### src/rtl/seg7_pkg.sv
// seg7_pkg: shared segment type, active-high hex glyphs {g,f,e,d,c,b,a} and decode helper
package seg7_pkg;
  typedef logic [6:0] seg7_t;
  localparam seg7_t SEG_0 = 7'h3F;
  localparam seg7_t SEG_1 = 7'h06;
  localparam seg7_t SEG_2 = 7'h5B;
  localparam seg7_t SEG_3 = 7'h4F;
  localparam seg7_t SEG_4 = 7'h66;
  localparam seg7_t SEG_5 = 7'h6D;
  localparam seg7_t SEG_6 = 7'h7D;
  localparam seg7_t SEG_7 = 7'h07;
  localparam seg7_t SEG_8 = 7'h7F;
  localparam seg7_t SEG_9 = 7'h6F;
  localparam seg7_t SEG_A = 7'h77;
  localparam seg7_t SEG_B = 7'h7C;
  localparam seg7_t SEG_C = 7'h39;
  localparam seg7_t SEG_D = 7'h5E;
  localparam seg7_t SEG_E = 7'h79;
  localparam seg7_t SEG_F = 7'h71;
  localparam seg7_t SEG_OFF = 7'h00;
  function automatic seg7_t hex2seg(input logic [3:0] h);
    hex2seg = SEG_OFF;
    case (h)
      4'h0: hex2seg = SEG_0;
      4'h1: hex2seg = SEG_1;
      4'h2: hex2seg = SEG_2;
      4'h3: hex2seg = SEG_3;
      4'h4: hex2seg = SEG_4;
      4'h5: hex2seg = SEG_5;
      4'h6: hex2seg = SEG_6;
      4'h7: hex2seg = SEG_7;
      4'h8: hex2seg = SEG_8;
      4'h9: hex2seg = SEG_9;
      4'hA: hex2seg = SEG_A;
      4'hB: hex2seg = SEG_B;
      4'hC: hex2seg = SEG_C;
      4'hD: hex2seg = SEG_D;
      4'hE: hex2seg = SEG_E;
      4'hF: hex2seg = SEG_F;
    endcase
  endfunction
endpackage

### src/rtl/seg7_scan_driver_if.sv
// seg7_scan_driver_if: digit-word load side and pin side of the display scan driver
interface seg7_scan_driver_if
  import seg7_pkg::*;
  #(parameter int NUM_DIGITS = 4);
  logic [4*NUM_DIGITS-1:0] digits_in;
  logic [NUM_DIGITS-1:0] dp_in, blank_in, blink_in;
  logic lzs_en, load;
  seg7_t seg_out;
  logic dp_out;
  logic [NUM_DIGITS-1:0] an_out;
  logic frame_done;
  modport master (output digits_in, dp_in, blank_in, blink_in, lzs_en, load,
                  input seg_out, dp_out, an_out, frame_done);
  modport slave (input digits_in, dp_in, blank_in, blink_in, lzs_en, load,
                 output seg_out, dp_out, an_out, frame_done);
endinterface

### src/rtl/seg7_hex_dec.sv
// seg7_hex_dec: combinational nibble to active-high segment pattern
module seg7_hex_dec
  import seg7_pkg::*;
  (
  input logic [3:0] nib,
  output seg7_t seg
);
  assign seg = hex2seg(nib);
endmodule

### src/rtl/seg7_scan_driver.sv
// seg7_scan_driver: multiplexed 7-segment scanner with frame-synchronous shadow, blink, blank and LZS
module seg7_scan_driver
  import seg7_pkg::*;
  #(
  parameter int NUM_DIGITS = 4,
  parameter int SCAN_DIV = 50000,
  parameter int GUARD = 16,
  parameter int BLINK_FRAMES = 60,
  parameter bit SEG_ACT_LOW = 1'b1,
  parameter bit AN_ACT_LOW = 1'b1
) (
  input logic clk,
  input logic rst,
  seg7_scan_driver_if.slave bus
);
  localparam int PW = $clog2(SCAN_DIV);
  localparam int IW = $clog2(NUM_DIGITS);
  localparam int BW = $clog2(BLINK_FRAMES + 1);
  localparam int SW = 7 * NUM_DIGITS + 1;
  logic [PW-1:0] pre;
  logic [IW-1:0] idx;
  logic [BW-1:0] blinkCnt;
  logic blinkOff, pendVld, lzs, slotEnd, frameEnd, blinkWrap, anOn, showDp;
  logic [SW-1:0] active, pending, inWord;
  logic [4*NUM_DIGITS-1:0] dig;
  logic [NUM_DIGITS-1:0] dp, blank, blink, dark, anQ;
  seg7_t decSeg, segQ;
  logic dpQ, frameQ;
  assign inWord = {bus.lzs_en, bus.blink_in, bus.blank_in, bus.dp_in, bus.digits_in};
  assign {lzs, blink, blank, dp, dig} = active;
  assign slotEnd = pre == PW'(SCAN_DIV - 1);
  assign frameEnd = slotEnd && idx == IW'(NUM_DIGITS - 1);
  assign blinkWrap = blinkCnt == BW'(BLINK_FRAMES - 1);
  assign anOn = pre >= PW'(GUARD);
  // a digit is zero-suppressed when it and every more significant digit are zero
  for (genvar k = 0; k < NUM_DIGITS; k++) begin : g_dark
    assign dark[k] = blank[k] | (blink[k] & blinkOff) | (lzs && k != 0 && (dig >> (4 * k)) == '0);
  end
  assign showDp = dp[idx] & ~blank[idx] & ~(blink[idx] & blinkOff);
  seg7_hex_dec u_dec (.nib(dig[4*idx +: 4]), .seg(decSeg));
  always_ff @(posedge clk) begin
    if (rst) begin
      pre <= '0;
      idx <= '0;
      blinkCnt <= '0;
      blinkOff <= 1'b0;
      active <= '0;
      pending <= '0;
      pendVld <= 1'b0;
    end else begin
      pre <= slotEnd ? '0 : pre + 1'b1;
      if (slotEnd) idx <= frameEnd ? '0 : idx + 1'b1;
      if (frameEnd) blinkCnt <= blinkWrap ? '0 : blinkCnt + 1'b1;
      if (frameEnd && blinkWrap) blinkOff <= ~blinkOff;
      if (bus.load) pending <= inWord;
      if (frameEnd && pendVld) active <= pending;
      pendVld <= bus.load ? 1'b1 : (frameEnd ? 1'b0 : pendVld);
    end
  end
  always_ff @(posedge clk) begin
    if (rst) begin
      anQ <= {NUM_DIGITS{AN_ACT_LOW}};
      segQ <= {7{SEG_ACT_LOW}};
      dpQ <= SEG_ACT_LOW;
      frameQ <= 1'b0;
    end else begin
      anQ <= (anOn ? NUM_DIGITS'(1) << idx : '0) ^ {NUM_DIGITS{AN_ACT_LOW}};
      segQ <= (anOn && !dark[idx] ? decSeg : SEG_OFF) ^ {7{SEG_ACT_LOW}};
      dpQ <= (anOn && showDp) ^ SEG_ACT_LOW;
      frameQ <= frameEnd;
    end
  end
  assign bus.an_out = anQ;
  assign bus.seg_out = segQ;
  assign bus.dp_out = dpQ;
  assign bus.frame_done = frameQ;
endmodule

### src/flat_wrapper.sv
// flat-port wrapper written by rule: the top's interface ports become plain ports
module seg7_scan_driver_flat import seg7_pkg::*;
#(
  parameter int NUM_DIGITS = 4,
  parameter int SCAN_DIV = 50000,
  parameter int GUARD = 16,
  parameter int BLINK_FRAMES = 60,
  parameter bit SEG_ACT_LOW = 1'b1,
  parameter bit AN_ACT_LOW = 1'b1
)
  (clk, rst, bus_digits_in, bus_dp_in, bus_blank_in, bus_blink_in, bus_lzs_en, bus_load, bus_seg_out, bus_dp_out, bus_an_out, bus_frame_done);
  seg7_scan_driver_if #(.NUM_DIGITS(NUM_DIGITS)) bus_i ();
  input logic clk;
  input logic rst;
  input wire logic [$bits(bus_i.digits_in)-1:0] bus_digits_in;
  input wire logic [$bits(bus_i.dp_in)-1:0] bus_dp_in;
  input wire logic [$bits(bus_i.blank_in)-1:0] bus_blank_in;
  input wire logic [$bits(bus_i.blink_in)-1:0] bus_blink_in;
  input wire logic [$bits(bus_i.lzs_en)-1:0] bus_lzs_en;
  input wire logic [$bits(bus_i.load)-1:0] bus_load;
  output wire logic [$bits(bus_i.seg_out)-1:0] bus_seg_out;
  output wire logic [$bits(bus_i.dp_out)-1:0] bus_dp_out;
  output wire logic [$bits(bus_i.an_out)-1:0] bus_an_out;
  output wire logic [$bits(bus_i.frame_done)-1:0] bus_frame_done;
  assign bus_i.digits_in = bus_digits_in;
  assign bus_i.dp_in = bus_dp_in;
  assign bus_i.blank_in = bus_blank_in;
  assign bus_i.blink_in = bus_blink_in;
  assign bus_i.lzs_en = bus_lzs_en;
  assign bus_i.load = bus_load;
  assign bus_seg_out = bus_i.seg_out;
  assign bus_dp_out = bus_i.dp_out;
  assign bus_an_out = bus_i.an_out;
  assign bus_frame_done = bus_i.frame_done;
  seg7_scan_driver #(.NUM_DIGITS(NUM_DIGITS), .SCAN_DIV(SCAN_DIV), .GUARD(GUARD), .BLINK_FRAMES(BLINK_FRAMES), .SEG_ACT_LOW(SEG_ACT_LOW), .AN_ACT_LOW(AN_ACT_LOW)) u_core (.clk(clk), .rst(rst), .bus(bus_i));
endmodule
### config.mk
export PLATFORM = sky130hd
export DESIGN_NAME = seg7_scan_driver_flat
export DESIGN_NICKNAME = d
export VERILOG_FILES = /design/src/rtl/seg7_pkg.sv /design/src/rtl/seg7_scan_driver_if.sv /design/src/rtl/seg7_hex_dec.sv /design/src/rtl/seg7_scan_driver.sv /design/src/flat_wrapper.sv
export SDC_FILE = /design/constraint.sdc
export NUM_CORES = 1
export LEC_CHECK = 0
export ABC_AREA = 1
export ABC_CLOCK_PERIOD_IN_PS = 2020
export CORE_ASPECT_RATIO = 0.8
export CORE_MARGIN = 3
export CORE_UTILIZATION = 40
export DETAILED_ROUTE_END_ITERATION = 8
export PLACE_DENSITY = 0.56
export SETUP_SLACK_MARGIN = 0.15
export SYNTH_ARGS = -nofsm -noshare
export SYNTH_HDL_FRONTEND = slang
export SYNTH_SLANG_ARGS = --single-unit
### constraint.sdc
create_clock -name clk -period 2.02 [get_ports clk]
set_input_delay 0.202 -clock clk [delete_from_list [all_inputs] [get_ports clk]]
set_output_delay 0.202 -clock clk [all_outputs]
set_load 0.02 [all_outputs]
==> metrics.csv, run 1 <==
stage,metric,value,unit
setup_path,Reg-to-Reg Start,u_core.pre[0],
global_route,initial antenna violation count,0,
route,Final ANT Viol Nets,0,
global_route,gr ovfl total,0,
synthesis,syn avg cell area,6.772,sq um
die,starting density of the core,42.44,%
setup_path,startpoint types,flop,
die,total core area,10610,sq um
synthesis,Adder-Cell Fraction of Synth Area,3.612,%
route,DR pass1 iterations,4,
clocking,number of H-tree levels,3,
power,PwrDens,723.8,nW/um^2
power,P_leak,2.465,nW
die,Ports,45,
synthesis,sequential share of the synthesized area,43.12,%
clocking,worst skew pair latency,0.35,ns
die,Die W,124.6,um
setup_path,Worst Path Arrival,1.93,ns
setup_path,critical path peak fanout,29,
clocking,Max clock buf depth,2,
route,vias per inst,4.663,
cells_and_area,layout cells sized above 1,9.930,%
die,die area,12570,sq um
flow_run,max-cap check violation count,0,
clocking,CTS Hold Bufs,0,
clocking,number of buffers created by CTS,9,
route,drt first-iter violations,180,
synthesis,largest family of logic cells by synthesized area,simple AND/OR/NAND/NOR gates,
synthesis,Yosys cell types,29,
placed_design,Port Buf Inserts,44,
setup_path,data required time of the worst path,2.26,ns
clocking,Root Driver,clkbuf_16,
synthesis,Gate Count Post-Synth,665,
placed_design,RePlAce Congestion,0.8831,
timing,Rel. slew slack,37.55,%
route,DRC violations left,0,
synthesis,post-synthesis simple-gate area fraction,36.79,%
route,final wirelength,10.13,mm
power,Overall Power,3.975,mW
timing,unrepaired setup endpoints after global routing,true,
timing,Final Max Slew Viols,0,
timing,Period minus WS final,1.690,ns
global_route,GRT Overall Usage,16.43,%
route,DRT met1 WL,5.270,mm
min_path,WHS Path Cells,1,
synthesis,yosys warns,0,
route,Routed WL per cell,11.85,um
setup_path,Crit Path Category,reg2reg,
die,# rows,33,
timing,worst clock skew,0.005164,ns
cells_and_area,"most common cell after layout, fill and taps aside",nand2_1,
setup_path,RR Endpoint,u_core.active[0],
route,DR WL met2,4.307,mm
die,Die Y,100.9,um
timing,fin crit share,83.66,%
synthesis,post-synth top area share,43.12,%
route,top sig layer,met4,
setup_path,minimum setup slack among reg-to-reg paths,0.33,ns
timing,# setup viols final,0,
placed_design,Place WS,0.1965,ns
power,maximum VDD drop,0.0005757,V
clocking,Worst-path clk slew,0.06,ns
synthesis,cell area after synthesis,4503,sq um
route,via count,3987,
clocking,# clock sinks,97,
min_path,worst hold endpoint,u_core.pre[0],
timing,total negative slack,0,ns
min_path,worst hold path class,reg2reg,
timing,worst setup margin,0.3301,ns
timing,"Hold Vio Cnt, Final",0,
synthesis,mux cell area share after synthesis,0,%
synthesis,largest area contributor in the netlist,dfxtp_1,
status,outcome,"finished, final reports clean",
cells_and_area,# nets final,755,
synthesis,Post-Synth XOR/XNOR Area,0.3890,%
cells_and_area,final core occ,51.75,%
setup_path,crit end category,flop,
cells_and_area,area grow syn2layout,21.95,%
synthesis,compound-cell area share of the yosys netlist,8.030,%
global_route,first-pass GRT wire length,17.00,mm
synthesis,Post-Syn Nets,710,
timing,Worst-Margin Slew,0.9357,ns
cells_and_area,final-layout fill cell count,1089,
placed_design,DP HPWL,7.059,mm
synthesis,Synth area leaders,"dfxtp_1 (43%), nand2_1 (14%), nor2_1 (12%)",
global_route,largest net degree at the start of global routing,62,
cells_and_area,Finished Cell Area,5492,sq um
global_route,vias in the first global route,3591,
timing,fmax,591.7,MHz
placed_design,Area after DPL,5092,sq um
min_path,critical hold path startpoint,u_core.pre[0],
route,WL met3,406,um
cells_and_area,Ant. Diodes,0,
setup_path,FF-to-FF path depth,11,
clocking,CTS tree,built,
synthesis,post-synthesis sequential element count,97,
cells_and_area,most frequent cells in the layout,"nand2_1 (163), nor2_1 (142), dfxtp_1 (94), inv_1 (58), clkdlybuf4s50_1 (44)",
-- flip-flops by register name, indices dropped and copies added, names as in the netlist, 2 cells and up --
| register | count |
|---|---|
| u_core.pre | 16 |
| u_core.active | 29 |
| u_core.idx | 2 |
| u_core.pending | 29 |
| u_core.blinkCnt | 6 |
| u_core.bus.seg_out | 7 |
| u_core.bus.an_out | 4 |
-- synth_stat cells --
cell type  number
buf_6           3
o311ai_0        1
nand3b_1        2
buf_2           8
inv_1          59
o211ai_1        1
o21a_1          1
nor2_4          1
nand3_1        38
nand2_1       165
inv_2           3
clkbuf_1       13
nor3b_1         2
buf_1           1
a211oi_1        1
dfxtp_1        97
nor3_1         10
ha_1           13
nor2_2         21
a21oi_1        27
or2_2           4
o21ai_0        36
clkinv_1        1
nand2_2         4
o21bai_1        1
xor2_1          2
nor2_1        143
o31ai_1         1
nand4_1         6
-- through the flow --
step,std cells,hold WS (ns)
after floorplan,665,0.3369
after global placement,834,0.4440
after detailed placement,834,0.4544
after CTS,850,0.4282
after global routing,855,0.4398
final,855,0.4324
-- repair_timing --
| action | in CTS | in global routing |
|---|---|---|
| buffers inserted | 0 | 4 |
| resized for setup | 0 | 9 |
| endpoints found under the setup margin | 0 | 45 |
-- cells by family (layout without fill, tap and decap cells) --
kind of cell	Yosys count	after routing
and+or+nand+nor	396	396
adders and majority gates	13	13
AOI/OAI and AO/OA	69	69
DFF	97	97
xor gates and xnor gates	2	2
buffers and inverters	88	138
-- metal layers --
metal	vias up	global-route usage, %
li1	2157	-
met1	1756	22.74
met2	62	25.17
met3	12	3.919
met4	0	5.813
met5	-	0
-- where the power goes --
group / leakage [nW] / total, mW / switching (mW) / internal, mW
Sequential: 0.791 / 1.99 / 0.0294 / 1.96
Combinational: 1.52 / 0.171 / 0.0829 / 0.0884
Clock: 0.158 / 1.81 / 0.718 / 1.10
Total: 2.47 / 3.97 / 0.830 / 3.14
-- worst max-delay path, stage by stage, from the launching register on --
cell and delay, ns:
dfxtp_2 0.35, ha_1 0.17, nand2_1 0.08, inv_2 0.07
nand2_2 0.07, nor2_2 0.15, nand2_2 0.10, nor2_4 0.11
nand2_2 0.10, clkbuf_16 0.23, nor2_1 0.11, nor2_1 0.05
-- worst max path at each step --
stage                  start                     to  slack, ns  cells past startpoint
6_report       u_core.pre[0]       u_core.active[0]       0.33                     11
4_1_cts        u_core.idx[1]  u_core.bus.seg_out[0]       0.19                     11
3_5_place_dp   u_core.idx[1]  u_core.bus.seg_out[0]       0.20                     11
2_1_floorplan  u_core.idx[0]  u_core.bus.seg_out[3]       0.23                     13
3_3_place_gp   u_core.idx[0]  u_core.bus.seg_out[0]       0.24                     12
5_1_grt        u_core.idx[0]  u_core.bus.seg_out[0]       0.14                     11
-- cell type report --
class | instances | area (sq um) | area share [%]
tap | 140 | 175.2 | 3.190
inverter | 63 | 239.0 | 4.352
sequential | 97 | 1946 | 35.43
clock inverter | 3 | 46.29 | 0.8430
timing repair buffer | 59 | 599.3 | 10.91
multi-input combinational | 480 | 2206 | 40.17
clock buffer | 13 | 280.3 | 5.104
(Power assumes the default switching activity.)
==> inputs of run 2 (changes only) <==
--- a/config.mk
+++ b/config.mk
@@ -6,7 +6,7 @@
 export NUM_CORES = 1
 export LEC_CHECK = 0
 export ABC_AREA = 1
-export ABC_CLOCK_PERIOD_IN_PS = 2020
+export ABC_CLOCK_PERIOD_IN_PS = 1670
 export CORE_ASPECT_RATIO = 0.8
 export CORE_MARGIN = 3
 export CORE_UTILIZATION = 40
==> constraint.sdc (replaced) <==
create_clock -name clk -period 1.67 [get_ports clk]
set_input_delay 0.167 -clock clk [delete_from_list [all_inputs] [get_ports clk]]
set_output_delay 0.167 -clock clk [all_outputs]
set_load 0.02 [all_outputs]
==> metrics.csv, run 2 (synthesis gave the netlist of run 1 again) <==
stage,metric,value,unit,change
die,Die W,124.6,um,unchanged
min_path,worst hold path class,in2reg,,
cells_and_area,Ant. Diodes,0,,unchanged
timing,worst setup margin,0.04429,ns,-0.2858 ns
setup_path,Reg-to-Reg Start,u_core.idx[0],,
timing,fmax,615.1,MHz,+3.9%
setup_path,Crit path largest cell delay,0.42,ns,+0.07 ns
global_route,gr ovfl total,0,,unchanged
status,outcome,"finished, final reports clean",,
global_route,first-pass GRT wire length,18.33,mm,+7.8%
setup_path,FF-to-FF path depth,9,,-2
global_route,GRT Overall Usage,17.57,%,+1.1 points
route,vias per inst,4.812,,+3.2%
route,drt first-iter violations,336,,+87%
min_path,WHS Path Cells,3,,+2
placed_design,Area after DPL,5281,sq um,+3.7%
cells_and_area,Largest regs,"u_core.active x29, u_core.pending x29, u_core.pre x16",,
global_route,initial antenna violation count,0,,unchanged
route,final wirelength,11.60,mm,+14%
timing,Rel. slew slack,74.47,%,+37 points
setup_path,CP most frequent cell,nand2_1,,
clocking,Worst-path clk slew,0.07,ns,about the same
setup_path,crit end category,flop,,
setup_path,Crit Path Category,reg2reg,,
cells_and_area,final-layout fill cell count,978,,-10%
clocking,Root Driver,clkbuf_16,,
die,Ports,45,,unchanged
cells_and_area,Finished Cell Area,6265,sq um,+14%
route,via count,4283,,+7.4%
clocking,number of buffers created by CTS,9,,unchanged
placed_design,RePlAce Congestion,0.8520,,-3.5%
power,P_leak,2.763,nW,+12%
die,Die Y,100.9,um,unchanged
global_route,vias in the first global route,3838,,+6.9%
timing,# setup viols final,0,,unchanged
clocking,CTS tree,built,,
timing,"Hold Vio Cnt, Final",0,,unchanged
clocking,Max clock buf depth,2,,unchanged
global_route,largest net degree at the start of global routing,62,,unchanged
cells_and_area,area grow syn2layout,39.12,%,
placed_design,Place WS,0.003338,ns,-0.1932 ns
die,total core area,10610,sq um,unchanged
clocking,worst skew pair latency,0.35,ns,about the same
route,DRC violations left,0,,unchanged
flow_run,max-cap check violation count,0,,unchanged
setup_path,Critical Path Sink,u_core.active[21],,
timing,worst clock skew,0.007647,ns,+0.002482 ns
setup_path,Worst Path Arrival,1.91,ns,-0.02 ns
route,Final ANT Viol Nets,0,,unchanged
setup_path,minimum setup slack among reg-to-reg paths,0.04,ns,-0.29 ns
placed_design,DP HPWL,7.472,mm,+5.9%
power,maximum VDD drop,0.0006516,V,+13%
timing,total negative slack,0,ns,unchanged
timing,fin crit share,97.35,%,+14 points
setup_path,Worst setup startpoint,u_core.idx[0],,
placed_design,Port Buf Inserts,44,,unchanged
die,# rows,33,,unchanged
setup_path,ordered list of cells on the worst path,buf_6 > ha_2 > inv_2 > nor2_4 > nand2_8 > buf_16 > nand2_1 > nand2_1 > nor2_1,,
power,PwrDens,777.0,nW/um^2,+7.3%
clocking,number of H-tree levels,3,,unchanged
setup_path,critical path peak fanout,22,,-24%
route,DR pass1 iterations,4,,unchanged
clocking,# clock sinks,97,,unchanged
die,die area,12570,sq um,unchanged
cells_and_area,# nets final,790,,+4.6%
timing,Worst-Margin Slew,0.3826,ns,-0.5532 ns
setup_path,data required time of the worst path,1.95,ns,-0.31 ns
setup_path,Critical Path Slowest Stage Cell,dfxtp_4,,
timing,Final Max Slew Viols,0,,unchanged
timing,Period minus WS final,1.626,ns,-0.06421 ns
route,Routed WL per cell,13.03,um,+9.9%
cells_and_area,"most common cell after layout, fill and taps aside",nor2_1,,
setup_path,RR Endpoint,u_core.active[21],,
timing,unrepaired setup endpoints after global routing,true,,
clocking,CTS Hold Bufs,0,,unchanged
die,starting density of the core,42.44,%,unchanged
cells_and_area,layout cells sized above 1,24.53,%,+15 points
setup_path,startpoint types,flop,,
cells_and_area,most frequent cells in the layout,"nor2_1 (132), nand2_1 (131), dfxtp_1 (89), inv_1 (53), clkdlybuf4s50_1 (44)",,
## run 2: changes by cell type in the layout (fill, tap and decap cells not counted), moves of 7 or more
cell	change
nand2_2	+21
buf_4	+23
nand3_2	+14
ha_1	-7
nand2_1	-32
nor2_1	-10
nand2_4	+10
nand3_1	-16
## run 2: worst max-delay path: cells and delay by family, from the launching register on
family                   cells  cell delay (ns)
AND/OR/NAND/NOR              5             0.52
adder cells (fa/ha/maj)      1             0.21
flip-flops                   1             0.42
buffers and inverters        3             0.41
## run 2: power breakdown
group	leakage, nW	switching, mW	total (mW)	internal, mW
combinational	1.82	0.106	0.227	0.121
clock	0.153	0.910	2.23	1.32
sequential	0.795	0.0420	2.41	2.37
## run 2: routing by layer
layer  up-vias  track usage (%)  wire (um)
met5         -                0          0
met2        69            26.79       5226
met4         0            4.802        151
met3        13            3.919        437
li1       2231                -          -
met1      1970            25.12       5782
## run 2: repair_timing
| action | CTS | global route |
|---|---|---|
| endpoints found under the setup margin | 37 | 60 |
| setup buffers | 9 | 7 |
| gates resized for setup | 40 | 79 |
| cloned | 1 | 4 |
| pin swaps | 17 | 23 |
## run 2: area by class of cell
class	count	area (sq um)	area share, %
Clock inverter	6	90.09	1.438
Tap cell	140	175.2	2.796
Clock buffer	10	229.0	3.655
Multi-Input combinational cell	481	2605	41.58
Sequential cell	97	1959	31.28
Timing Repair Buffer	93	957.2	15.28
Inverter	63	249.0	3.974
## run 2: worst min-delay path by stage
stage                                 start            endpoint  slack (ns)
after floorplan           bus_digits_in[15]  u_core.pending[15]        0.30
after global routing        bus_blink_in[2]  u_core.pending[26]        0.40
after global placement        u_core.pre[0]       u_core.pre[0]        0.44
after detailed placement      u_core.pre[0]       u_core.pre[0]        0.44
after CTS                   bus_blank_in[1]  u_core.pending[21]        0.39
final                      bus_digits_in[3]   u_core.pending[3]        0.40
## run 2: per-stage QoR
| step | utilization (%) | hold slack (ns) | std cells | power (mW) |
|---|---|---|---|---|
| 4_1_cts | 54.98 | 0.3946 | 879 | 4.907 |
| 3_3_place_gp | 49.77 | 0.4370 | 853 | 2.673 |
| 5_1_grt | 59.04 | 0.3957 | 890 | 5.050 |
| 2_1_floorplan | - | 0.3019 | 665 | 2.554 |
| 3_5_place_dp | 49.77 | 0.4440 | 853 | 2.679 |
| 6_report | 59.04 | 0.4036 | 890 | 4.868 |
